<file path="src/rtl/load_store_multiple_sequencer_pkg.sv">
// Shared encodings for the LDM/STM sequencer: FSM states, addressing modes,
// word stride and a register-list population count.
package load_store_multiple_sequencer_pkg;

    localparam int unsigned WORD_BYTES = 4;
    localparam int unsigned LIST_W     = 16;

    typedef enum logic [1:0] {
        ST_IDLE  = 2'd0,
        ST_ISSUE = 2'd1,
        ST_DONE  = 2'd2
    } state_e;

    // Encoded as {pre, up} so the request bits map straight onto a mode.
    typedef enum logic [1:0] {
        MODE_DA = 2'b00,
        MODE_IA = 2'b01,
        MODE_DB = 2'b10,
        MODE_IB = 2'b11
    } addr_mode_e;

    function automatic logic [4:0] popcount16(input logic [LIST_W-1:0] list);
        logic [4:0] n;
        n = '0;
        for (int i = 0; i < int'(LIST_W); i++) begin
            n = n + 5'(list[i]);
        end
        return n;
    endfunction

endpackage

</file>
<file path="src/rtl/lsm_priority_encoder.sv">
// Lowest-set-bit finder over a 16-entry register list.
module lsm_priority_encoder
    import load_store_multiple_sequencer_pkg::*;
(
    input  logic [LIST_W-1:0] i_list,
    output logic [3:0]        o_idx,
    output logic              o_valid
);

    // NOTE: every output of a combinational block gets a default before any
    // conditional assignment, otherwise the tool infers a latch.
    always_comb begin
        o_idx   = '0;
        o_valid = |i_list;
        for (int i = int'(LIST_W) - 1; i >= 0; i--) begin
            if (i_list[i]) begin
                o_idx = 4'(i);
            end
        end
    end

endmodule

</file>
<file path="src/rtl/load_store_multiple_sequencer.sv">
// LDM/STM sequencer: turns one block-transfer request into per-register memory
// beats followed by a single completion/writeback record.
module load_store_multiple_sequencer
    import load_store_multiple_sequencer_pkg::*;
#(
    parameter int ADDR_W = 32,
    parameter int TAG_W  = 4
) (
    input  logic              clk_in,
    input  logic              reset_in,
    input  logic              req_valid_in,
    output logic              req_ready_out,
    input  logic              req_load_in,
    input  logic              req_up_in,
    input  logic              req_pre_in,
    input  logic              req_wb_in,
    input  logic [ADDR_W-1:0] req_base_in,
    input  logic [3:0]        req_rn_addr_in,
    input  logic [15:0]       req_reg_list_in,
    input  logic [TAG_W-1:0]  req_tag_in,
    input  logic              mem_ready_in,
    output logic              mem_valid_out,
    output logic [ADDR_W-1:0] mem_addr_out,
    output logic [3:0]        mem_rd_addr_out,
    output logic              mem_w_en_out,
    output logic              mem_last_out,
    output logic [TAG_W-1:0]  mem_tag_out,
    output logic              done_out,
    output logic              wb_en_out,
    output logic [3:0]        wb_rn_addr_out,
    output logic [ADDR_W-1:0] wb_data_out,
    output logic [TAG_W-1:0]  wb_tag_out
);

    state_e              r_state;
    logic [15:0]         r_list;
    logic                r_mem_valid;
    logic [ADDR_W-1:0]   r_mem_addr;
    logic [3:0]          r_mem_rd_addr;
    logic                r_mem_w_en;
    logic                r_mem_last;
    logic [TAG_W-1:0]    r_tag;
    logic                r_done;
    logic                r_wb_en;
    logic                r_wb_pending;
    logic [3:0]          r_wb_rn;
    logic [ADDR_W-1:0]   r_wb_data;

    logic [15:0]         w_enc_list;
    logic [15:0]         w_rest;
    logic [3:0]          w_idx;
    logic                w_enc_valid;
    logic [4:0]          w_count;
    logic [ADDR_W-1:0]   w_span;
    logic [ADDR_W-1:0]   w_stride;
    logic [ADDR_W-1:0]   w_start;
    logic [ADDR_W-1:0]   w_wb_data;
    logic                w_wb_allowed;
    addr_mode_e          w_mode;

    // One encoder serves both the incoming list (first beat) and the remaining list.
    assign w_enc_list = (r_state == ST_IDLE) ? req_reg_list_in : r_list;
    assign w_rest     = w_enc_list & ~(16'(1) << w_idx);

    lsm_priority_encoder u_prio (
        .i_list  (w_enc_list),
        .o_idx   (w_idx),
        .o_valid (w_enc_valid)
    );

    assign w_count      = popcount16(req_reg_list_in);
    assign w_stride     = ADDR_W'(WORD_BYTES);
    assign w_span       = ADDR_W'(w_count) * w_stride;
    assign w_mode       = addr_mode_e'({req_pre_in, req_up_in});
    assign w_wb_data    = req_up_in ? (req_base_in + w_span) : (req_base_in - w_span);
    assign w_wb_allowed = req_wb_in & ~(req_load_in & req_reg_list_in[req_rn_addr_in]);

    always_comb begin
        w_start = req_base_in;
        case (w_mode)
            MODE_IA: w_start = req_base_in;
            MODE_IB: w_start = req_base_in + w_stride;
            MODE_DA: w_start = req_base_in - w_span + w_stride;
            MODE_DB: w_start = req_base_in - w_span;
            default: w_start = req_base_in;
        endcase
    end

    // NOTE: sequential state uses non-blocking assignments so every register
    // samples the pre-edge values, independent of statement order.
    always_ff @(posedge clk_in) begin
        if (!reset_in) begin
            r_state       <= ST_IDLE;
            r_list        <= '0;
            r_mem_valid   <= 1'b0;
            r_mem_addr    <= '0;
            r_mem_rd_addr <= '0;
            r_mem_w_en    <= 1'b0;
            r_mem_last    <= 1'b0;
            r_tag         <= '0;
            r_done        <= 1'b0;
            r_wb_en       <= 1'b0;
            r_wb_pending  <= 1'b0;
            r_wb_rn       <= '0;
            r_wb_data     <= '0;
        end else begin
            case (r_state)
                ST_IDLE: begin
                    if (req_valid_in) begin
                        r_tag        <= req_tag_in;
                        r_mem_w_en   <= ~req_load_in;
                        r_wb_pending <= w_wb_allowed;
                        r_wb_rn      <= req_rn_addr_in;
                        r_wb_data    <= w_wb_data;
                        if (w_enc_valid) begin
                            r_state       <= ST_ISSUE;
                            r_mem_valid   <= 1'b1;
                            r_mem_addr    <= w_start;
                            r_mem_rd_addr <= w_idx;
                            r_mem_last    <= (w_rest == '0);
                            r_list        <= w_rest;
                        end else begin
                            r_state <= ST_DONE;
                            r_done  <= 1'b1;
                            r_wb_en <= w_wb_allowed;
                        end
                    end
                end
                ST_ISSUE: begin
                    if (r_mem_valid && mem_ready_in) begin
                        if (r_mem_last) begin
                            r_state     <= ST_DONE;
                            r_mem_valid <= 1'b0;
                            r_mem_last  <= 1'b0;
                            r_done      <= 1'b1;
                            r_wb_en     <= r_wb_pending;
                        end else begin
                            r_mem_addr    <= r_mem_addr + w_stride;
                            r_mem_rd_addr <= w_idx;
                            r_mem_last    <= (w_rest == '0);
                            r_list        <= w_rest;
                        end
                    end
                end
                ST_DONE: begin
                    r_state <= ST_IDLE;
                    r_done  <= 1'b0;
                    r_wb_en <= 1'b0;
                end
                default: r_state <= ST_IDLE;
            endcase
        end
    end

    assign req_ready_out   = (r_state == ST_IDLE);
    assign mem_valid_out   = r_mem_valid;
    assign mem_addr_out    = r_mem_addr;
    assign mem_rd_addr_out = r_mem_rd_addr;
    assign mem_w_en_out    = r_mem_w_en;
    assign mem_last_out    = r_mem_last;
    assign mem_tag_out     = r_tag;
    assign done_out        = r_done;
    assign wb_en_out       = r_wb_en;
    assign wb_rn_addr_out  = r_wb_rn;
    assign wb_data_out     = r_wb_data;
    assign wb_tag_out      = r_tag;

endmodule

</file>
<file path="config.mk">
export PLATFORM = sky130hd
export DESIGN_NAME = load_store_multiple_sequencer
export DESIGN_NICKNAME = d
export VERILOG_FILES = /design/src/rtl/load_store_multiple_sequencer_pkg.sv /design/src/rtl/lsm_priority_encoder.sv /design/src/rtl/load_store_multiple_sequencer.sv
export SDC_FILE = /design/constraint.sdc
export NUM_CORES = 1
export LEC_CHECK = 0
export CAP_MARGIN = 20
export CORE_ASPECT_RATIO = 2
export CORE_MARGIN = 4
export CORE_UTILIZATION = 50
export CTS_CLUSTER_SIZE = 40
export DETAILED_ROUTE_END_ITERATION = 12
export GPL_TIMING_DRIVEN = 1
export MAX_ROUTING_LAYER = met4
export PLACE_DENSITY = 0.78
export SKIP_CTS_REPAIR_TIMING = 1
export SLEW_MARGIN = 20
export SYNTH_ARGS = -nofsm -noshare
export SYNTH_HDL_FRONTEND = slang
export SYNTH_SLANG_ARGS = --single-unit
export TNS_END_PERCENT = 100
</file>
<file path="constraint.sdc">
create_clock -name clk_in -period 8 [get_ports clk_in]
set_input_delay 1.6 -clock clk_in [delete_from_list [all_inputs] [get_ports clk_in]]
set_output_delay 1.6 -clock clk_in [all_outputs]
set_load 0.1 [all_outputs]
</file>
==> results of run 1 <==
-- routing by layer --
| layer | vias up | track usage, % | routed length (um) |
|---|---|---|---|
| li1 | 5229 | - | - |
| met1 | 5243 | 36.12 | 12960 |
| met2 | 538 | 64.98 | 19850 |
| met4 | 0 | 25.67 | 3229 |
| met3 | 187 | 3.068 | 1919 |
| met5 | - | - | 0 |
-- Yosys cell counts (19+ instances only) --
cell	instances
nand2_1	203
a21oi_1	132
nor2_1	122
dfxtp_1	100
o21ai_0	73
clkbuf_1	69
nor3_1	59
inv_1	54
xnor2_1	53
nand3_1	48
nand4_1	26
xor2_1	26
ha_1	25
nor4_1	20
a211oi_1	19
-- state kept, by name (all words and copies together) (netlist names) --
register / count
mem_w_en_out: 1
r_wb_pending: 1
r_state: 2
mem_valid_out: 1
done_out: 1
wb_en_out: 1
mem_tag_out: 4
mem_rd_addr_out: 4
r_list: 16
wb_rn_addr_out: 4
mem_last_out: 1
wb_data_out: 32
mem_addr_out: 32
-- power by group through the flow --
stage | clock network (mW) | registers (mW) | logic [mW]
2_1_floorplan | 0 | 1.60 | 1.48
3_3_place_gp | 0 | 0.808 | 3.26
3_5_place_dp | 0 | 0.812 | 3.30
4_1_cts | 0.432 | 0.801 | 3.31
5_1_grt | 0.449 | 0.827 | 3.62
6_report | 0.428 | 0.808 | 3.41
-- metrics by stage --
step                hold WS, ps  TNS, ps  area (um2)  setup slack (ps)
detailed placement        444.9    -3335       11660            -335.1
global route              475.0   -64.04       12110            -47.10
finish                    454.4        0       12110             180.7
floorplan                 451.5        0        9390             309.8
CTS                       452.8   -11.42       11950            -11.42
global placement          438.9    -2176       11660            -270.9
-- worst min path at each step --
stage,to,cells after the start
finish,wb_data_out[10],2
floorplan,r_list[2],2
global route,wb_data_out[5],2
detailed placement,wb_data_out[5],2
global placement,wb_data_out[7],2
CTS,wb_data_out[5],2
-- area by class of cell --
type | count | area [um2] | area share (%)
clock buffer | 9 | 225.2 | 1.860
clock inverter | 7 | 56.30 | 0.4649
inverter | 55 | 206.4 | 1.705
multi-input combinational | 1100 | 6867 | 56.70
sequential | 100 | 2002 | 16.53
tap | 216 | 270.3 | 2.232
timing repair buffer | 277 | 2484 | 20.51
-- worst register-to-register path, stage by stage (launching register included) --
cell and delay, ps:
dfxtp_1 360, inv_1 100, ha_1 150, buf_4 430, or3b_2 560, a2bb2oi_1 550
nand4_1 250, a21oi_1 380, nor2_2 80, buf_4 260, nand2_1 460, nor2_1 100
o21ai_0 190, o21ai_0 150, o21a_1 200
-- kinds of logic after synthesis --
group / Yosys count / synth area share (%)
multiplexers: 24 / 3.398
flip-flops: 100 / 21.32
buffers and inverters: 153 / 6.729
adder cells (fa/ha/maj): 37 / 5.889
AND/OR/NAND/NOR: 590 / 30.61
XOR/XNOR: 79 / 7.368
AO/OA/AOI/OAI: 370 / 24.69
==> results.cfg, run 1 <==
[pwr]
p_int_mw = 1.962
clkPwrFrac_pct = 9.2
leakage_nw = 4.637
pwr-share-seq_pct = 17.4
p_comb_share_pct = 73.4
p_sw_mw = 2.680
p_per_area_mw_per_mm2 = 383.3
p_sw_share_pct = 57.73
p_total_mw = 4.643
vdd_drop_max_mv = 0.2434

[grt]
antenna_found_initial = 0
grt.total_usage_pct = 36.11
grt_pass1_wl_um = 59620
grt_overflow = 0
grt_pass1_vias = 11033
grt_max_degree = 72

[worst_setup_path]
cpMostUsedCell = fa_1
crit_path_end_kind = flop
slowest_delay_ps = 540
crit_required_ps = 8250
crit_path_start_kind = input port
cp_num_buf_inv = 5
cp_top_family = adder cells
r2r_end = mem_addr_out[27]
crit_path_top_delay_cell = fa_1
r2r_slack_ps = 3690
crit_start = req_reg_list_in[1]
reg2reg_depth = 14
r2r-start = r_state[1]
arrival_ps = 8070
crit_path_end = mem_addr_out[30]
path_cells = clkdlybuf4s50_1 > inv_2 > fa_1 > fa_1 > fa_2 > fa_1 > inv_2 > ha_4 > fa_2 > a21o_1 > and2_4 > ha_4 > nor2b_1 > or2_1 > buf_6 > or4_4 > a222oi_1 > buf_4 > nand4_1 > nor3_4 > nand4_1 > xnor2_1 > a221o_1 > and3_1
critPathKind = in -> reg
cp.depth = 24
cp_max_fo = 4

[cells_and_area]
final_util_pct = 65.84
drive_gt1_share_pct = 13.37
final_cells = 1764
fin_nets = 1644
num_antenna_cells = 0
final_cell_mix = nand2_1 (203), clkdlybuf4s50_1 (143), a21oi_1 (131)
area_growth_pct = 28.97
nFillCells = 1727
final_common_cell = nand2_1

[cts]
cts_made_buffers = 9
clkLatencyLatePin_ps = 360
cts_buffer_depth = 2
cts_tree = yes
clk_pin_slew_ps = 70
cts_sinks = 100
htreeDepth = 3
clockRootBuffer = clkbuf_16

[drt]
num_vias = 11197
viasPerCell = 6.348
drc_errors = 0
drtAntennaViolNets = 0
drt-initial-drc-count = 729
wl_per_cell_um = 21.52
firstDrtPassIters = 5
wl_um = 37960

[die]
dieHeight_um = 201.8
core_mm2 = 0.01839
die_area_mm2 = 0.02117
start_util_pct = 51.05
die_w_um = 104.9
pin_count = 150
rows = 70

[hold_path]
hold_class = reg -> reg
min_from = wb_data_out[10]

[logic_synthesis]
synth.lib_cells_used.distinct = 92
synth_top_area_share_pct = 21.32
ys_ff_latch = 100
syn_area_mm2 = 0.009390
synth_largest_area_cell = dfxtp_1
synth-edff-count = 0
ys_top_cells_by_area = dfxtp_1 (21%), nand2_1 (8.1%), a21oi_1 (7.0%), xnor2_1 (4.9%), nor2_1 (4.9%)
synthArstFlopShare_pct = 0
syn-num-nets = 1454
yosysWarnings = 0
synth-seq-area-share_pct = 21.32
syn_inst = 1353
synthFlopType = dfxtp_1
avgSynthCellArea_um2 = 6.940

[sta]
slew_headroom_pct = 28.87
finalCriticalPeriod_ps = 7819
setup_viol = 0
hold_viol = 0
fin_worst_skew_ps = 12.33
drv_slew = 0
clock.fmax_mhz = 127.9
worstMarginPinSlew_ps = 1064
min_period_over_period_pct = 97.74

[placement]
io_buffers = 149
placed_cells = 1741
gp_congestion = 1.028
dp_hpwl_um = 29950

[status]
status = finished clean

[flow_run]
drv_cap = 0
(Power assumes the default switching activity.)
==> run 2, diff against run 1 <==
Settings changed: PLACE_DENSITY 0.78 to 0.84.
==> run 2 against run 1 <==
Net effect:
- clock skew shrank 1.1 ps
- flip-flop and latch count unchanged
- first-iteration DRC count is 12% higher
- total power up 0.16%
- largest power group unchanged
- combinational power hardly changed
- sequential share of layout area increased by 0.13 points
- fmax increased by 0.15%
- critical path depth unchanged
- non-clock buffer count is 13 lower
- clock power is 4.7% higher
==> results.cfg, run 2 (synthesis results as in run 1) <==
[drt]
firstDrtPassIters = 6
viasPerCell = 6.320
wl_per_cell_um = 21.55
num_vias = 11066
drc_errors = 0
wl_um = 37740
drtAntennaViolNets = 0
drt-initial-drc-count = 820

[cts]
cts_buffer_depth = 2
clockRootBuffer = clkbuf_16
cts_made_buffers = 9
cts_tree = yes
cts_sinks = 100
htreeDepth = 3
clk_pin_slew_ps = 70
clkLatencyLatePin_ps = 360

[grt]
grt_overflow = 0
grt_pass1_vias = 10759
grt_max_degree = 55
grt_pass1_wl_um = 58330
antenna_found_initial = 0
grt.total_usage_pct = 35.48

[cells_and_area]
stdcell_area_mm2 = 0.01202
final_common_cell = nand2_1
final_cell_mix = nand2_1 (203), clkdlybuf4s50_1 (141), a21oi_1 (131)
area_growth_pct = 27.99
num_antenna_cells = 0
drive_gt1_share_pct = 12.96
fin_nets = 1631

[placement]
io_buffers = 149
dp_hpwl_um = 29530
pre_cts_ws_ps = -285.3
placed_area_mm2 = 0.01158
gp_congestion = 1.020

[pwr]
p_per_area_mw_per_mm2 = 386.9
leakage_nw = 4.579
vdd_drop_max_mv = 0.2467

[hold_path]
min_to = wb_data_out[15]
hold_path_depth = 2
min_from = wb_data_out[15]
hold_class = reg -> reg

[worst_setup_path]
reg2reg_depth = 14
r2r_slack_ps = 3700
crit_path_start_kind = input port
r2r-start = r_state[0]
arrival_ps = 8070
r2r_end = mem_addr_out[27]
critPathKind = in -> reg
cp_max_fo = 4
crit_path_end_kind = flop
crit_required_ps = 8260

[die]
pin_count = 150
core_mm2 = 0.01839
rows = 70
die_w_um = 104.9
die_area_mm2 = 0.02117
start_util_pct = 51.05
dieHeight_um = 201.8

[sta]
finalCriticalPeriod_ps = 7807
setup_ws_ps = 192.7
clock.fmax_mhz = 128.1
slew_headroom_pct = 30.06
hold_viol = 0
worstMarginPinSlew_ps = 1046
min_period_over_period_pct = 97.59
fin_worst_skew_ps = 11.27
drv_slew = 0
setup_viol = 0

[flow_run]
drv_cap = 0

[status]
status = finished clean
## run 2: changes by cell type in the layout (fill, tap and decap cells not counted), sizes merged
cell / previous run / this run
clkinv: 3 / 2
buf: 128 / 115
clkinvlp: 0 / 1
dlymetal6s2s: 6 / 8
clkdlybuf4s50: 143 / 141
clkbuf: 9 / 10
inv: 59 / 58
## run 2: metrics by stage
| stage | setup TNS [ps] | power [mW] | utilization (%) | hold slack, ps | std cells |
|---|---|---|---|---|---|
| final | 0 | 4.650 | 65.35 | 452.1 | 1751 |
| after global routing | -91.61 | 4.887 | 65.35 | 472.5 | 1751 |
| after CTS | 0 | 4.519 | 64.63 | 454.6 | 1748 |
| after detailed placement | -3241 | 4.063 | 62.98 | 445.4 | 1732 |
| after global placement | -1342 | 4.012 | 62.98 | 437.2 | 1732 |
| after floorplan | 0 | 3.084 | - | 451.5 | 1353 |
## run 2: worst max-delay path, cell delays in order
cell	delay, ps
clkdlybuf4s50_1	480
inv_1	50
fa_1	490
fa_1	440
fa_2	500
fa_1	570
inv_2	50
ha_4	160
fa_2	390
a21o_1	180
and2_4	180
ha_4	280
nor2b_1	50
or2_1	250
or4_4	480
a222oi_1	380
buf_4	210
nand4_1	170
nor3_4	260
buf_4	150
nand4_1	110
xnor2_1	160
a221o_1	310
and3_1	170
## run 2: cell type report
cell class | instances | area, um2
multi-input cells | 1100 | 6863
well taps | 216 | 270.3
clock buffers | 10 | 239.0
repair buffers | 264 | 2375
fillers | 1647 | 6374
flip-flops and latches | 100 | 2002
clock inverters | 6 | 63.81
inverters | 55 | 206.4
## run 2: worst max-delay path by stage
stage / start / end / slack [ps] / depth (start not counted)
finish: req_reg_list_in[3] / mem_addr_out[30] / 190 / 24
global route: req_reg_list_in[3] / mem_addr_out[30] / -40 / 24
CTS: req_reg_list_in[11] / mem_addr_out[20] / 40 / 22
detailed placement: req_reg_list_in[11] / mem_addr_out[20] / -290 / 22
global placement: req_reg_list_in[11] / mem_addr_out[23] / -170 / 23
floorplan: req_reg_list_in[0] / mem_addr_out[30] / 310 / 22
## run 2: power by group
group          switching (mW)  leakage, nW  internal, mW
combinational            2.32         3.61          1.08
clock                   0.219        0.146         0.229
sequential              0.154        0.820         0.651
total                    2.69         4.58          1.96
## run 2: per-layer routing
metal / global-route usage [%] / wire [um] / up-vias / part of all wire (%)
met3: 3.132 / 1869 / 158 / 5.0
met4: 21.45 / 2582 / 0 / 6.8
li1: - / - / 5217 / -
met1: 36.21 / 13300 / 5160 / 35
met2: 64.77 / 19990 / 531 / 53
met5: - / 0 / - / 0
==> run 3, diff against run 2 <==
Settings changed: SYNTH_HIERARCHICAL set to 1.
==> run 3 against run 2 <==
Net effect:
- critical path depth grew 1
- cell area shrank 0.27%
- clock power grew 9.6%
- setup slack lost 26 ps
- core utilization grew 0.45 points
- first-iteration DRC count shrank 0.98%
- cell count shrank 1.7%
- global-route usage grew 1.2 points
- largest power group unchanged
- sequential power shrank 2%
- clock-buffer cell count is the same
- total power grew 3.9%
- non-clock buffer count grew 7
==> results.cfg, run 3 <==
[logic_synthesis]
synth.lib_cells_used.distinct = 80
syn-num-nets = 1412
syn_inst = 1310
synth-edff-count = 0
synthFlopType = dfxtp_1
synthArstFlopShare_pct = 0
synth_common_cells = nand2_1 (213), a21oi_1 (126), dfxtp_1 (100), nor2_1 (100), clkbuf_1 (75)
ys_top_cells_by_area = dfxtp_1 (22%), nand2_1 (8.6%), a21oi_1 (6.8%), xnor2_1 (4.3%), nor2_1 (4.1%)
yosysWarnings = 6
yosys.area_share.adder_pct = 6.106
synth_top_family_by_area = simple AND/OR/NAND/NOR gates
synth_xor_area_share_pct = 7.186
synth.mux.area_fraction_pct = 4.242
synth_largest_area_cell = dfxtp_1
syn_area_mm2 = 0.009263
synth_compound_area_share_pct = 25.30
synth-seq-area-share_pct = 21.61
avgSynthCellArea_um2 = 7.071
synth_top_area_share_pct = 21.61
yosys.area_share.simple_pct = 29.19
yosysMostFrequentCell = nand2_1
ys_ff_latch = 100

[worst_setup_path]
cp_num_buf_inv = 8
slowest_delay_ps = 580
crit_path_top_delay_cell = fa_1
crit_path_end_kind = flop
crit_path_start_kind = input port
cp_max_fo = 6
arrival_ps = 8090
cp_top_family = adder cells
critPathKind = in -> reg
crit_required_ps = 8250

[pwr]
p_sw_share_pct = 57.66
leakage_nw = 4.513
pwr-share-seq_pct = 16.4
p_per_area_mw_per_mm2 = 402.9
vdd_drop_max_mv = 0.1976
p_sw_mw = 2.785
p_int_mw = 2.045
p_comb_share_pct = 73.5
clkPwrFrac_pct = 10.2

[cts]
clkLatencyLatePin_ps = 370
clk_pin_slew_ps = 80
cts_buffer_depth = 2
clockRootBuffer = clkbuf_16
cts_tree = yes
cts_made_buffers = 9
cts_sinks = 100
htreeDepth = 3

[cells_and_area]
drive_gt1_share_pct = 13.82
final_common_cell = nand2_1
num_antenna_cells = 0
final_cells = 1721
final_cell_mix = nand2_1 (213), clkdlybuf4s50_1 (149), a21oi_1 (123)
area_growth_pct = 29.41
fin_nets = 1602
final_util_pct = 65.80

[drt]
wl_per_cell_um = 22.27
viasPerCell = 6.327
drtAntennaViolNets = 0
drc_errors = 0
wl_um = 38330
firstDrtPassIters = 9
num_vias = 10888
drt-initial-drc-count = 812

[grt]
grt_max_degree = 72
grt.total_usage_pct = 36.71
grt_pass1_vias = 10998
antenna_found_initial = 0
grt_pass1_wl_um = 59170
grt_overflow = 0

[placement]
dp_hpwl_um = 29810
io_buffers = 149
gp_congestion = 1.025
pre_cts_ws_ps = -213.1
placed_cells = 1705

[die]
die_w_um = 104.2
dieHeight_um = 200.5
start_util_pct = 50.84
pin_count = 150
rows = 70
die_area_mm2 = 0.02090
core_mm2 = 0.01822

[status]
status = finished clean

[hold_path]
hold_class = reg -> reg

[sta]
finalCriticalPeriod_ps = 7833
setup_ws_ps = 166.8
clock.fmax_mhz = 127.7
min_period_over_period_pct = 97.91
fin_worst_skew_ps = 14.27
setup_viol = 0
slew_headroom_pct = 27.63
drv_slew = 0
hold_viol = 0
worstMarginPinSlew_ps = 1081

[flow_run]
drv_cap = 0
## run 3: changes by cell type in the layout (fill, tap and decap cells not counted), sizes merged, moves of 9 or more
cell   delta
nor2     -20
o21ai    -23
nand2    +10
nor3      -9
mux2     +13
## run 3: area by class of cell
type                            instances  area, um2
Clock buffer                           10      239.0
Clock inverter                          6      77.57
Fill cell                            1662       6231
Inverter                               56      210.2
Multi-Input combinational cell       1062       6780
Sequential cell                       100       2002
Tap cell                              216      270.3
Timing Repair Buffer                  271       2407
## run 3: tightest hold or removal path: stages, from the launching register on
cell and delay (ps):
dfxtp_1 310, nand2_1 50, a21oi_1 50
## run 3: power by group through the flow
stage          clock [mW]  combinational [mW]  sequential (mW)
2_1_floorplan           0                1.59             1.57
6_report            0.491                3.55            0.790
3_3_place_gp            0                3.41            0.789
5_1_grt             0.510                3.75            0.810
4_1_cts             0.490                3.45            0.786
3_5_place_dp            0                3.44            0.796
## run 3: per-layer routing
metal	global-route usage (%)	vias up	wire length, um	share of wire [%]
li1	-	5097	-	-
met1	33.89	5081	12720	33
met2	66.48	510	19900	52
met3	4.603	200	1953	5.1
met4	30.00	0	3754	9.8
met5	-	-	0	0
## run 3: stage by stage
| stage | hold WS, ps | area (um2) | TNS (ps) | power [mW] |
|---|---|---|---|---|
| detailed placement | 443.9 | 11560 | -2036 | 4.232 |
| global placement | 436.9 | 11560 | -1169 | 4.199 |
| finish | 450.7 | 11990 | 0 | 4.830 |
| global route | 478.8 | 11990 | -38.07 | 5.070 |
| CTS | 454.4 | 11880 | 0 | 4.730 |
| floorplan | 429.5 | 9263 | 0 | 3.161 |
## run 3: final timing paths
path                           end  cells past startpoint  slack (ps)               start
setup / recovery  mem_addr_out[11]                     25         170  req_reg_list_in[5]
hold / removal     wb_data_out[20]                      2         450     wb_data_out[20]
setup reg to reg      mem_last_out                     13        2880          r_state[0]
hold reg to reg    wb_data_out[20]                      2         450     wb_data_out[20]
## run 3: cells by family after synthesis
| kind of cell | Yosys count |
|---|---|
| fa+ha+maj | 38 |
| xor+xnor | 76 |
| buf+inv | 148 |
| flops | 100 |
| compound gates | 358 |
| simple gates | 559 |
| mux | 31 |
